$ cat config.mk
export PLATFORM = sky130hd
export DESIGN_NAME = user_logic_c0
export DESIGN_NICKNAME = d
export VERILOG_FILES = /design/src/rtl/user_logic_c0_pkg.sv /design/src/rtl/user_csr_slave.sv /design/src/rtl/user_logic_c0.sv
export SDC_FILE = /design/constraint.sdc
export NUM_CORES = 2
export LEC_CHECK = 0
export ABC_AREA = 1
export CAP_MARGIN = 20
export CORE_AREA = 10 10 613 615
export CTS_CLUSTER_DIAMETER = 80
export CTS_CLUSTER_SIZE = 12
export DETAILED_ROUTE_END_ITERATION = 8
export DIE_AREA = 0 0 623 625
export PLACE_DENSITY = 0.4
export SLEW_MARGIN = 5
export SYNTH_ARGS = -nofsm -noshare
export SYNTH_HDL_FRONTEND = slang
export SYNTH_SLANG_ARGS = --single-unit
$ cat constraint.sdc
create_clock -name aclk -period 6.5 [get_ports aclk]
set_input_delay 1.95 -clock aclk [delete_from_list [all_inputs] [get_ports aclk]]
set_output_delay 1.95 -clock aclk [all_outputs]
set_load 0.05 [all_outputs]
$ cat src/rtl/user_logic_c0_pkg.sv
// Shared types and constants for the c0 user-logic region.
// Holds the descriptor/completion/interrupt record layouts, the host stream encoding,
// the CSR index map and a byte-strobe merge helper used by the register file.
package user_logic_c0_pkg;

  localparam int unsigned VaddrBits    = 48;
  localparam int unsigned LenBits      = 28;
  localparam int unsigned PidBits      = 6;
  localparam int unsigned DestBits     = 4;
  localparam int unsigned CsrDataBits  = 64;
  localparam int unsigned AxilAddrBits = 16;

  localparam logic [1:0] StrmCard = 2'd0;
  localparam logic [1:0] StrmHost = 2'd1;

  // CSR index = address[5:3]
  localparam logic [2:0] CsrCtrl    = 3'd0;
  localparam logic [2:0] CsrStatus  = 3'd1;
  localparam logic [2:0] CsrRdVaddr = 3'd2;
  localparam logic [2:0] CsrWrVaddr = 3'd3;
  localparam logic [2:0] CsrLen     = 3'd4;
  localparam logic [2:0] CsrPid     = 3'd5;
  localparam logic [2:0] CsrBeats   = 3'd6;
  localparam logic [2:0] CsrAddc    = 3'd7;

  typedef struct packed {
    logic [VaddrBits-1:0] vaddr;
    logic [LenBits-1:0]   len;
    logic [1:0]           strm;
    logic [DestBits-1:0]  dest;
    logic [PidBits-1:0]   pid;
    logic                 last;
  } req_t;

  typedef struct packed {
    logic [PidBits-1:0]  pid;
    logic [DestBits-1:0] dest;
    logic [1:0]          strm;
  } ack_t;

  typedef struct packed {
    logic [PidBits-1:0] pid;
    logic [31:0]        value;
  } irq_not_t;

  // Replace only the bytes enabled in strb.
  function automatic logic [CsrDataBits-1:0] strb_merge(
    input logic [CsrDataBits-1:0]   old_val,
    input logic [CsrDataBits-1:0]   wdata,
    input logic [CsrDataBits/8-1:0] strb
  );
    logic [CsrDataBits-1:0] res;
    res = old_val;
    for (int b = 0; b < CsrDataBits / 8; b++) begin
      if (strb[b]) res[b*8 +: 8] = wdata[b*8 +: 8];
    end
    return res;
  endfunction

endpackage

$ cat src/rtl/user_csr_slave.sv
// AXI-Lite register file for the c0 transfer engine.
// Ports: aclk/aresetn (sync active-low); AXI-Lite aw/w/b/ar/r channels; register outputs
// rd_vaddr, wr_vaddr, len, pid, addc; one-cycle start and clear pulses from CTRL writes;
// status inputs busy, done, err and the beat counter.
module user_csr_slave
  import user_logic_c0_pkg::*;
(
  input  logic                      aclk,
  input  logic                      aresetn,
  input  logic [AxilAddrBits-1:0]   awaddr,
  input  logic                      awvalid,
  output logic                      awready,
  input  logic [CsrDataBits-1:0]    wdata,
  input  logic [CsrDataBits/8-1:0]  wstrb,
  input  logic                      wvalid,
  output logic                      wready,
  output logic [1:0]                bresp,
  output logic                      bvalid,
  input  logic                      bready,
  input  logic [AxilAddrBits-1:0]   araddr,
  input  logic                      arvalid,
  output logic                      arready,
  output logic [CsrDataBits-1:0]    rdata,
  output logic [1:0]                rresp,
  output logic                      rvalid,
  input  logic                      rready,
  output logic [VaddrBits-1:0]      rd_vaddr,
  output logic [VaddrBits-1:0]      wr_vaddr,
  output logic [LenBits-1:0]        len,
  output logic [PidBits-1:0]        pid,
  output logic [31:0]               addc,
  output logic                      start,
  output logic                      clear,
  input  logic                      busy,
  input  logic                      done,
  input  logic                      err,
  input  logic [63:0]               beats
);

  logic [VaddrBits-1:0]   rd_vaddr_q, wr_vaddr_q;
  logic [LenBits-1:0]     len_q;
  logic [PidBits-1:0]     pid_q;
  logic [31:0]            addc_q;
  logic                   bvalid_q, rvalid_q;
  logic [CsrDataBits-1:0] rdata_q;
  logic [CsrDataBits-1:0] rd_word;
  logic                   wr_hs, rd_hs, wr_hit, rd_hit;
  logic [2:0]             wr_idx, rd_idx;
  logic                   unused_addr_bits;

  assign unused_addr_bits = ^{awaddr[2:0], araddr[2:0]};

  // Address and data are accepted together, and only with no response outstanding.
  assign awready = aresetn & awvalid & wvalid & ~bvalid_q;
  assign wready  = awready;
  assign wr_hs   = awready;
  assign arready = aresetn & ~rvalid_q;
  assign rd_hs   = arvalid & arready;

  // Anything above 0x38 is unmapped rather than aliased.
  assign wr_hit = (awaddr[AxilAddrBits-1:6] == '0);
  assign rd_hit = (araddr[AxilAddrBits-1:6] == '0);
  assign wr_idx = awaddr[5:3];
  assign rd_idx = araddr[5:3];

  assign start = wr_hs & wr_hit & (wr_idx == CsrCtrl) & wstrb[0] & wdata[0];
  assign clear = wr_hs & wr_hit & (wr_idx == CsrCtrl) & wstrb[0] & wdata[1];

  always_comb begin
    rd_word = '0;
    if (rd_hit) begin
      unique case (rd_idx)
        CsrStatus:  rd_word = {61'd0, err, done, busy};
        CsrRdVaddr: rd_word = 64'(rd_vaddr_q);
        CsrWrVaddr: rd_word = 64'(wr_vaddr_q);
        CsrLen:     rd_word = 64'(len_q);
        CsrPid:     rd_word = 64'(pid_q);
        CsrBeats:   rd_word = beats;
        CsrAddc:    rd_word = 64'(addc_q);
        default:    rd_word = '0;
      endcase
    end
  end

  always_ff @(posedge aclk) begin
    if (!aresetn) begin
      rd_vaddr_q <= '0;
      wr_vaddr_q <= '0;
      len_q      <= '0;
      pid_q      <= '0;
      addc_q     <= '0;
      bvalid_q   <= 1'b0;
      rvalid_q   <= 1'b0;
      rdata_q    <= '0;
    end else begin
      if (wr_hs) begin
        bvalid_q <= 1'b1;
      end else if (bready) begin
        bvalid_q <= 1'b0;
      end

      if (wr_hs && wr_hit) begin
        unique case (wr_idx)
          CsrRdVaddr: rd_vaddr_q <= VaddrBits'(strb_merge(64'(rd_vaddr_q), wdata, wstrb));
          CsrWrVaddr: wr_vaddr_q <= VaddrBits'(strb_merge(64'(wr_vaddr_q), wdata, wstrb));
          CsrLen:     len_q      <= LenBits'(strb_merge(64'(len_q), wdata, wstrb));
          CsrPid:     pid_q      <= PidBits'(strb_merge(64'(pid_q), wdata, wstrb));
          CsrAddc:    addc_q     <= 32'(strb_merge(64'(addc_q), wdata, wstrb));
          default:    ;
        endcase
      end

      if (rd_hs) begin
        rvalid_q <= 1'b1;
        rdata_q  <= rd_word;
      end else if (rready) begin
        rvalid_q <= 1'b0;
      end
    end
  end

  assign bvalid   = bvalid_q;
  assign bresp    = 2'b00;
  assign rvalid   = rvalid_q;
  assign rdata    = rdata_q;
  assign rresp    = 2'b00;
  assign rd_vaddr = rd_vaddr_q;
  assign wr_vaddr = wr_vaddr_q;
  assign len      = len_q;
  assign pid      = pid_q;
  assign addc     = addc_q;

endmodule

$ cat src/rtl/user_logic_c0.sv
// vFPGA user-logic region c0: CSR-programmed host-stream transfer engine.
// Ports: aclk/aresetn (sync active-low); axi_ctrl_* AXI-Lite CSR slave; notify_* completion
// interrupt; sq_rd_*/sq_wr_* descriptor requests; cq_rd_*/cq_wr_* completions;
// axis_host_recv_*/axis_host_send_* host streams (only stream 0 is active).
// Per job: issue one read and one write descriptor, forward recv data to send with ADDC added
// to every 32-bit lane, wait for both completions, then raise notify {pid, beats}.
module user_logic_c0
  import user_logic_c0_pkg::*;
#(
  parameter int unsigned N_STRM_AXI    = 1,
  parameter int unsigned AXI_DATA_BITS = 512,
  parameter int unsigned CSR_DATA_BITS = 64  // register file is built for 64 only
) (
  input  logic                                          aclk,
  input  logic                                          aresetn,
  input  logic [AxilAddrBits-1:0]                       axi_ctrl_awaddr,
  input  logic                                          axi_ctrl_awvalid,
  output logic                                          axi_ctrl_awready,
  input  logic [CSR_DATA_BITS-1:0]                      axi_ctrl_wdata,
  input  logic [CSR_DATA_BITS/8-1:0]                    axi_ctrl_wstrb,
  input  logic                                          axi_ctrl_wvalid,
  output logic                                          axi_ctrl_wready,
  output logic [1:0]                                    axi_ctrl_bresp,
  output logic                                          axi_ctrl_bvalid,
  input  logic                                          axi_ctrl_bready,
  input  logic [AxilAddrBits-1:0]                       axi_ctrl_araddr,
  input  logic                                          axi_ctrl_arvalid,
  output logic                                          axi_ctrl_arready,
  output logic [CSR_DATA_BITS-1:0]                      axi_ctrl_rdata,
  output logic [1:0]                                    axi_ctrl_rresp,
  output logic                                          axi_ctrl_rvalid,
  input  logic                                          axi_ctrl_rready,
  output logic                                          notify_valid,
  input  logic                                          notify_ready,
  output irq_not_t                                      notify_data,
  output logic                                          sq_rd_valid,
  input  logic                                          sq_rd_ready,
  output req_t                                          sq_rd_data,
  output logic                                          sq_wr_valid,
  input  logic                                          sq_wr_ready,
  output req_t                                          sq_wr_data,
  input  logic                                          cq_rd_valid,
  output logic                                          cq_rd_ready,
  input  ack_t                                          cq_rd_data,
  input  logic                                          cq_wr_valid,
  output logic                                          cq_wr_ready,
  input  ack_t                                          cq_wr_data,
  input  logic [N_STRM_AXI-1:0]                         axis_host_recv_tvalid,
  output logic [N_STRM_AXI-1:0]                         axis_host_recv_tready,
  input  logic [N_STRM_AXI-1:0][AXI_DATA_BITS-1:0]      axis_host_recv_tdata,
  input  logic [N_STRM_AXI-1:0][AXI_DATA_BITS/8-1:0]    axis_host_recv_tkeep,
  input  logic [N_STRM_AXI-1:0]                         axis_host_recv_tlast,
  input  logic [N_STRM_AXI-1:0][PidBits-1:0]            axis_host_recv_tid,
  output logic [N_STRM_AXI-1:0]                         axis_host_send_tvalid,
  input  logic [N_STRM_AXI-1:0]                         axis_host_send_tready,
  output logic [N_STRM_AXI-1:0][AXI_DATA_BITS-1:0]      axis_host_send_tdata,
  output logic [N_STRM_AXI-1:0][AXI_DATA_BITS/8-1:0]    axis_host_send_tkeep,
  output logic [N_STRM_AXI-1:0]                         axis_host_send_tlast,
  output logic [N_STRM_AXI-1:0][PidBits-1:0]            axis_host_send_tid
);

  localparam int unsigned Lanes = AXI_DATA_BITS / 32;

  typedef enum logic [1:0] {StIdle, StIssue, StRun, StNotify} state_e;

  state_e state_q, state_d;
  logic   rd_pend_q, rd_pend_d, wr_pend_q, wr_pend_d;
  logic   cq_rd_seen_q, cq_rd_seen_d, cq_wr_seen_q, cq_wr_seen_d;
  logic   done_q, done_d, err_q, err_d;
  logic   latch, busy, send_hs;
  req_t   rd_req_q, wr_req_q;
  logic [31:0] addc_q;
  logic [63:0] beats_q;

  logic [VaddrBits-1:0] csr_rd_vaddr, csr_wr_vaddr;
  logic [LenBits-1:0]   csr_len;
  logic [PidBits-1:0]   csr_pid;
  logic [31:0]          csr_addc;
  logic                 csr_start, csr_clear;
  logic                 unused_inputs;

  // Completion payloads carry nothing this engine needs.
  assign unused_inputs = ^{cq_rd_data, cq_wr_data, axis_host_recv_tdata, axis_host_recv_tkeep,
                           axis_host_recv_tlast, axis_host_recv_tid, axis_host_recv_tvalid,
                           axis_host_send_tready};

  user_csr_slave u_csr (
    .aclk     (aclk),
    .aresetn  (aresetn),
    .awaddr   (axi_ctrl_awaddr),
    .awvalid  (axi_ctrl_awvalid),
    .awready  (axi_ctrl_awready),
    .wdata    (axi_ctrl_wdata),
    .wstrb    (axi_ctrl_wstrb),
    .wvalid   (axi_ctrl_wvalid),
    .wready   (axi_ctrl_wready),
    .bresp    (axi_ctrl_bresp),
    .bvalid   (axi_ctrl_bvalid),
    .bready   (axi_ctrl_bready),
    .araddr   (axi_ctrl_araddr),
    .arvalid  (axi_ctrl_arvalid),
    .arready  (axi_ctrl_arready),
    .rdata    (axi_ctrl_rdata),
    .rresp    (axi_ctrl_rresp),
    .rvalid   (axi_ctrl_rvalid),
    .rready   (axi_ctrl_rready),
    .rd_vaddr (csr_rd_vaddr),
    .wr_vaddr (csr_wr_vaddr),
    .len      (csr_len),
    .pid      (csr_pid),
    .addc     (csr_addc),
    .start    (csr_start),
    .clear    (csr_clear),
    .busy     (busy),
    .done     (done_q),
    .err      (err_q),
    .beats    (beats_q)
  );

  assign busy = (state_q != StIdle);

  always_comb begin
    state_d      = state_q;
    rd_pend_d    = rd_pend_q;
    wr_pend_d    = wr_pend_q;
    cq_rd_seen_d = cq_rd_seen_q;
    cq_wr_seen_d = cq_wr_seen_q;
    done_d       = done_q;
    err_d        = err_q;
    latch        = 1'b0;

    if (csr_clear) begin
      done_d = 1'b0;
      err_d  = 1'b0;
    end
    // Completions are sticky for the whole job, whichever arrives first.
    if (busy && cq_rd_valid) cq_rd_seen_d = 1'b1;
    if (busy && cq_wr_valid) cq_wr_seen_d = 1'b1;

    unique case (state_q)
      StIdle: begin
        if (csr_start) begin
          if (csr_len == '0) begin
            err_d = 1'b1;
          end else begin
            state_d      = StIssue;
            latch        = 1'b1;
            done_d       = 1'b0;
            rd_pend_d    = 1'b1;
            wr_pend_d    = 1'b1;
            cq_rd_seen_d = 1'b0;
            cq_wr_seen_d = 1'b0;
          end
        end
      end
      StIssue: begin
        if (sq_rd_ready) rd_pend_d = 1'b0;
        if (sq_wr_ready) wr_pend_d = 1'b0;
        if ((!rd_pend_q || sq_rd_ready) && (!wr_pend_q || sq_wr_ready)) state_d = StRun;
      end
      StRun: begin
        if (cq_rd_seen_d && cq_wr_seen_d) state_d = StNotify;
      end
      StNotify: begin
        if (notify_ready) begin
          state_d = StIdle;
          done_d  = 1'b1;
        end
      end
      default: state_d = StIdle;
    endcase
  end

  always_ff @(posedge aclk) begin
    if (!aresetn) begin
      state_q      <= StIdle;
      rd_pend_q    <= 1'b0;
      wr_pend_q    <= 1'b0;
      cq_rd_seen_q <= 1'b0;
      cq_wr_seen_q <= 1'b0;
      done_q       <= 1'b0;
      err_q        <= 1'b0;
      rd_req_q     <= '0;
      wr_req_q     <= '0;
      addc_q       <= '0;
      beats_q      <= '0;
    end else begin
      state_q      <= state_d;
      rd_pend_q    <= rd_pend_d;
      wr_pend_q    <= wr_pend_d;
      cq_rd_seen_q <= cq_rd_seen_d;
      cq_wr_seen_q <= cq_wr_seen_d;
      done_q       <= done_d;
      err_q        <= err_d;
      // Job parameters are frozen here so CSR writes during a job only affect the next one.
      if (latch) begin
        rd_req_q <= '{vaddr: csr_rd_vaddr, len: csr_len, strm: StrmHost, dest: '0,
                      pid: csr_pid, last: 1'b1};
        wr_req_q <= '{vaddr: csr_wr_vaddr, len: csr_len, strm: StrmHost, dest: '0,
                      pid: csr_pid, last: 1'b1};
        addc_q   <= csr_addc;
        beats_q  <= '0;
      end else if (send_hs) begin
        beats_q  <= beats_q + 64'd1;
      end
    end
  end

  assign sq_rd_valid = (state_q == StIssue) && rd_pend_q;
  assign sq_wr_valid = (state_q == StIssue) && wr_pend_q;
  assign sq_rd_data  = rd_req_q;
  assign sq_wr_data  = wr_req_q;
  assign cq_rd_ready = 1'b1;
  assign cq_wr_ready = 1'b1;

  assign notify_valid = (state_q == StNotify);
  assign notify_data  = '{pid: rd_req_q.pid, value: beats_q[31:0]};

  // Stream 0 datapath; payload is zeroed while idle, other streams are tied off.
  always_comb begin
    axis_host_send_tvalid = '0;
    axis_host_recv_tready = '0;
    axis_host_send_tdata  = '0;
    axis_host_send_tkeep  = '0;
    axis_host_send_tlast  = '0;
    axis_host_send_tid    = '0;
    axis_host_send_tvalid[0] = axis_host_recv_tvalid[0] & busy;
    axis_host_recv_tready[0] = axis_host_send_tready[0] & busy;
    if (busy) begin
      for (int l = 0; l < Lanes; l++) begin
        axis_host_send_tdata[0][l*32 +: 32] = axis_host_recv_tdata[0][l*32 +: 32] + addc_q;
      end
      axis_host_send_tkeep[0] = axis_host_recv_tkeep[0];
      axis_host_send_tlast[0] = axis_host_recv_tlast[0];
      axis_host_send_tid[0]   = axis_host_recv_tid[0];
    end
  end

  assign send_hs = axis_host_send_tvalid[0] & axis_host_send_tready[0];

endmodule

==> metrics.txt <==
core area 0.364 mm²; combinational power share 22.1%; GP Congestion 0.933; Seq/Total Area, Yosys 17.5%; die span in x 623 µm; CP endpoint kind output port; Via density 4.33; crit path kind input pin to output port; ys flop type dfxtp_1; share of cells above drive strength 1 11.9%; GRT overflow 0; CTS tree built; Initial Utilization 14.6%; Syn Area/Cell 5.65 µm²; antenna viol nets, final 0; Yosys reg bits roughly 460; Tmin final 6.41 ns; synthesized area 0.0530 mm²; maximum fanout along the worst path 3; total CTS buffers 45; area of the multi-input gates 0.0390 mm²; Final Hold Viols 0; Area growth syn-to-layout 58.6%; slowest stage cell, crit path clkdlybuf4s50_1; number of cells produced by synthesis around 9400; Routed WL 453000 µm; min-delay worst type flip-flop to flip-flop; CTS Root Cell clkbuf_16; antenna violations before repair between 100 and 150; H-tree depth 2; CP max stage delay ~0.47 ns; Final period util 98.5%; DP HPWL 385000 µm; metal3 WL around 29000 µm; final non-filler cell area 0.0841 mm²; Max Clock Skew 0.0294 ns; maximum clock frequency 156 MHz; Psw 0.00208 W; DR WL/cell 28.0 µm; total global-route track usage 21.9%; clock tree buffer depth 3; port bufs 1539; Max IR drop VDD 0.000151 V; critical path cell sequence clkdlybuf4s50_1, ha_2, buf_12, inv_1, fa_2, o21ai_1, buf_4, a21oi_1, o21bai_1, buf_4, xnor2_2, nor2_1, buf_4, buf_12; max_cap viols 0; FFs w/ async S/R, synth 0%; Flop pwr share 41.4%; Clock Power Share 36.5%; Internal 0.00474 W; clk_lat worst skew 0.60 ns; Slew @ Worst Pin between 1 and 1.5 ns; Hold-fix buffers, CTS 0; HP Start u_csr.rd_vaddr[24]; pwr/cell area just over 80 mW/mm²; Unique masters post-synth 41; vias in the first global route 67600; total vias in the final route 70000; total leakage power 35.4 nW; Setup violations, final 0; most used cell, CP buf_4; most common cell after layout, fill and taps aside nand2_1; Rel. slew slack about 24%; Worst R2R End beats_q[58]; top sig layer met5; yosys warns 0; status complete, no violations; worst hold path depth 2; sw frac approximately 30%; CTS sink count between 400 and 500; Final Slew Violations 0; Crit path arrival time 4.46 ns; Critical Path Start Type input pin; Top Ports 1604; WHS 0.464 ns; Post-synth EDFFs 0; number of iterations in the first detailed-routing pass 6; layout filler cell count 41700; R2R depth 16; Layout Utilization 23.1%; DRC viols 0; r2r startpoint state_q[0]; Worst-path clk slew about 0.06 ns; Worst Path Required 4.55 ns; Layout Nets 12500; metal2 WL 225000 µm; # rows approximately 220; Metal-1 WL 174000 µm; placed cell area 0.0819 mm²; largest net degree at the start of global routing 143; Die Y 625 µm; full die area 0.389 mm²; commonest cells after routing, fill and taps aside nand2_1 (2333), nor2_1 (1689), a21oi_1 (1182), inv_1 (1030), clkdlybuf4s50_1 (1001); first-pass GRT wire length 596000 µm; Hold Crit Endpoint u_csr.rd_vaddr[24]; R2R setup slack 2.82 ns; Iter 0 DRT Violations 5113; register area 0.00937 mm²
[synthesized netlist by cell type (2+ instances only)]
master,instances,area share [%]
a21oi_1,1213,11
o21a_1,78,1.1
nor3b_1,24,0.34
nand3_2,2,0.038
dfxtp_1,463,17
clkbuf_1,162,1.1
nand4_1,50,0.59
a21o_1,17,0.24
ha_1,501,12
nor2_2,3,0.035
xor2_1,50,0.83
nor4_1,17,0.20
clkinv_1,3,0.021
nor3_2,2,0.038
fa_1,16,0.60
xnor2_1,64,1.1
o21ai_0,736,6.9
inv_1,1032,7.3
nand3_1,333,3.1
o221ai_1,20,0.33
inv_2,3,0.021
nor2_4,2,0.042
conb_1,2,0.014
a21boi_0,15,0.21
a22oi_1,53,0.75
nor3_1,176,1.7
nand3b_1,18,0.25
o22ai_1,9,0.11
buf_2,28,0.26
o21bai_1,51,0.72
buf_4,95,1.3
nor2_1,1726,12
buf_6,10,0.21
o211ai_1,41,0.58
nand2_1,2358,17
or2_2,3,0.035
buf_1,7,0.050
[area by class of cell]
type,count,share of cell area [%]
Antenna cell,79,0.235
Clock buffer,53,1.42
Clock inverter,3,0.0402
Inverter,1038,4.64
Multi-Input combinational cell,7598,46.3
Sequential cell,463,11.1
Tap cell,4816,7.16
Timing Repair Buffer,2112,29.0
[routing by layer]
metal / GRT usage, % / vias up
met3: 5.08 / 509
met1: 24.2 / 32600
met4: 9.14 / 46
met5: 0 / -
li1: - / 34600
met2: 39.9 / 2231
[per-stage QoR]
step	setup slack, ns	std cells	total power, W	setup TNS, ns
after detailed placement	-0.272	16000	0.00438	-8.27
final	0.0947	16200	0.00682	0
after global placement	-0.257	16000	0.00439	-8.00
after CTS	0.00275	16100	0.00689	0
after floorplan	0.307	9401	0.00353	0
after global routing	-0.0295	16100	0.00709	-0.0653
[cell families (layout without fill, tap and decap cells)]
family / Yosys count / count (layout) / synth area share [%]
other: 2 / 95 / 0.0142
DFF: 463 / 463 / 17.5
xor gates and xnor gates: 114 / 114 / 1.88
adders and majority gates: 517 / 517 / 12.4
and+or+nand+nor: 4716 / 4716 / 35.3
buffers and inverters: 1340 / 3206 / 10.4
AOI/OAI and AO/OA: 2235 / 2235 / 22.5
[worst max-delay path by stage]
stage                         startpoint                        end  slack, ns  depth (start not counted)
2_1_floorplan  axis_host_recv_tdata[128]  axis_host_send_tdata[158]       0.31                         10
3_3_place_gp    axis_host_recv_tdata[64]   axis_host_send_tdata[94]      -0.26                         14
3_5_place_dp   axis_host_recv_tdata[160]  axis_host_send_tdata[182]      -0.27                         15
4_1_cts        axis_host_recv_tdata[160]  axis_host_send_tdata[182]      0.003                         15
5_1_grt        axis_host_recv_tdata[288]  axis_host_send_tdata[316]      -0.03                         15
6_report       axis_host_recv_tdata[352]  axis_host_send_tdata[362]       0.09                         14
[what timing repair did]
item / 4_1_cts / 5_1_grt
buffers inserted: 2 / 6
pin swaps: 2 / 21
gates resized for setup: 53 / 172
setup endpoints to repair: 96 / 186
[critical path: cells and delay by family]
kind	cells	cell delay [ns]
compound gates	3	0.46
buf+inv	7	1.29
simple gates	1	0.08
xor+xnor	1	0.13
fa+ha+maj	2	0.54
[state kept, by name, indices dropped and copies added, names as in the netlist, 2 cells and up]
register        flops
addc_q             32
u_csr.rd_vaddr     48
u_csr.len          28
state_q             2
beats_q            64
u_csr.addc         32
u_csr.wr_vaddr     48
sq_rd_data         49
u_csr.rdata        64
u_csr.pid           6
sq_wr_data         82
[power by group through the flow]
| stage | Sequential, W | Clock (W) | Combinational [W] |
|---|---|---|---|
| 3_5_place_dp | 0.00289 | 0 | 0.00149 |
| 5_1_grt | 0.00282 | 0.00265 | 0.00162 |
| 6_report | 0.00283 | 0.00249 | 0.00151 |
| 4_1_cts | 0.00283 | 0.00256 | 0.00150 |
| 3_3_place_gp | 0.00289 | 0 | 0.00149 |
| 2_1_floorplan | 0.00291 | 0 | 0.000622 |
No activity file was read; power rests on OpenSTA's default activity.
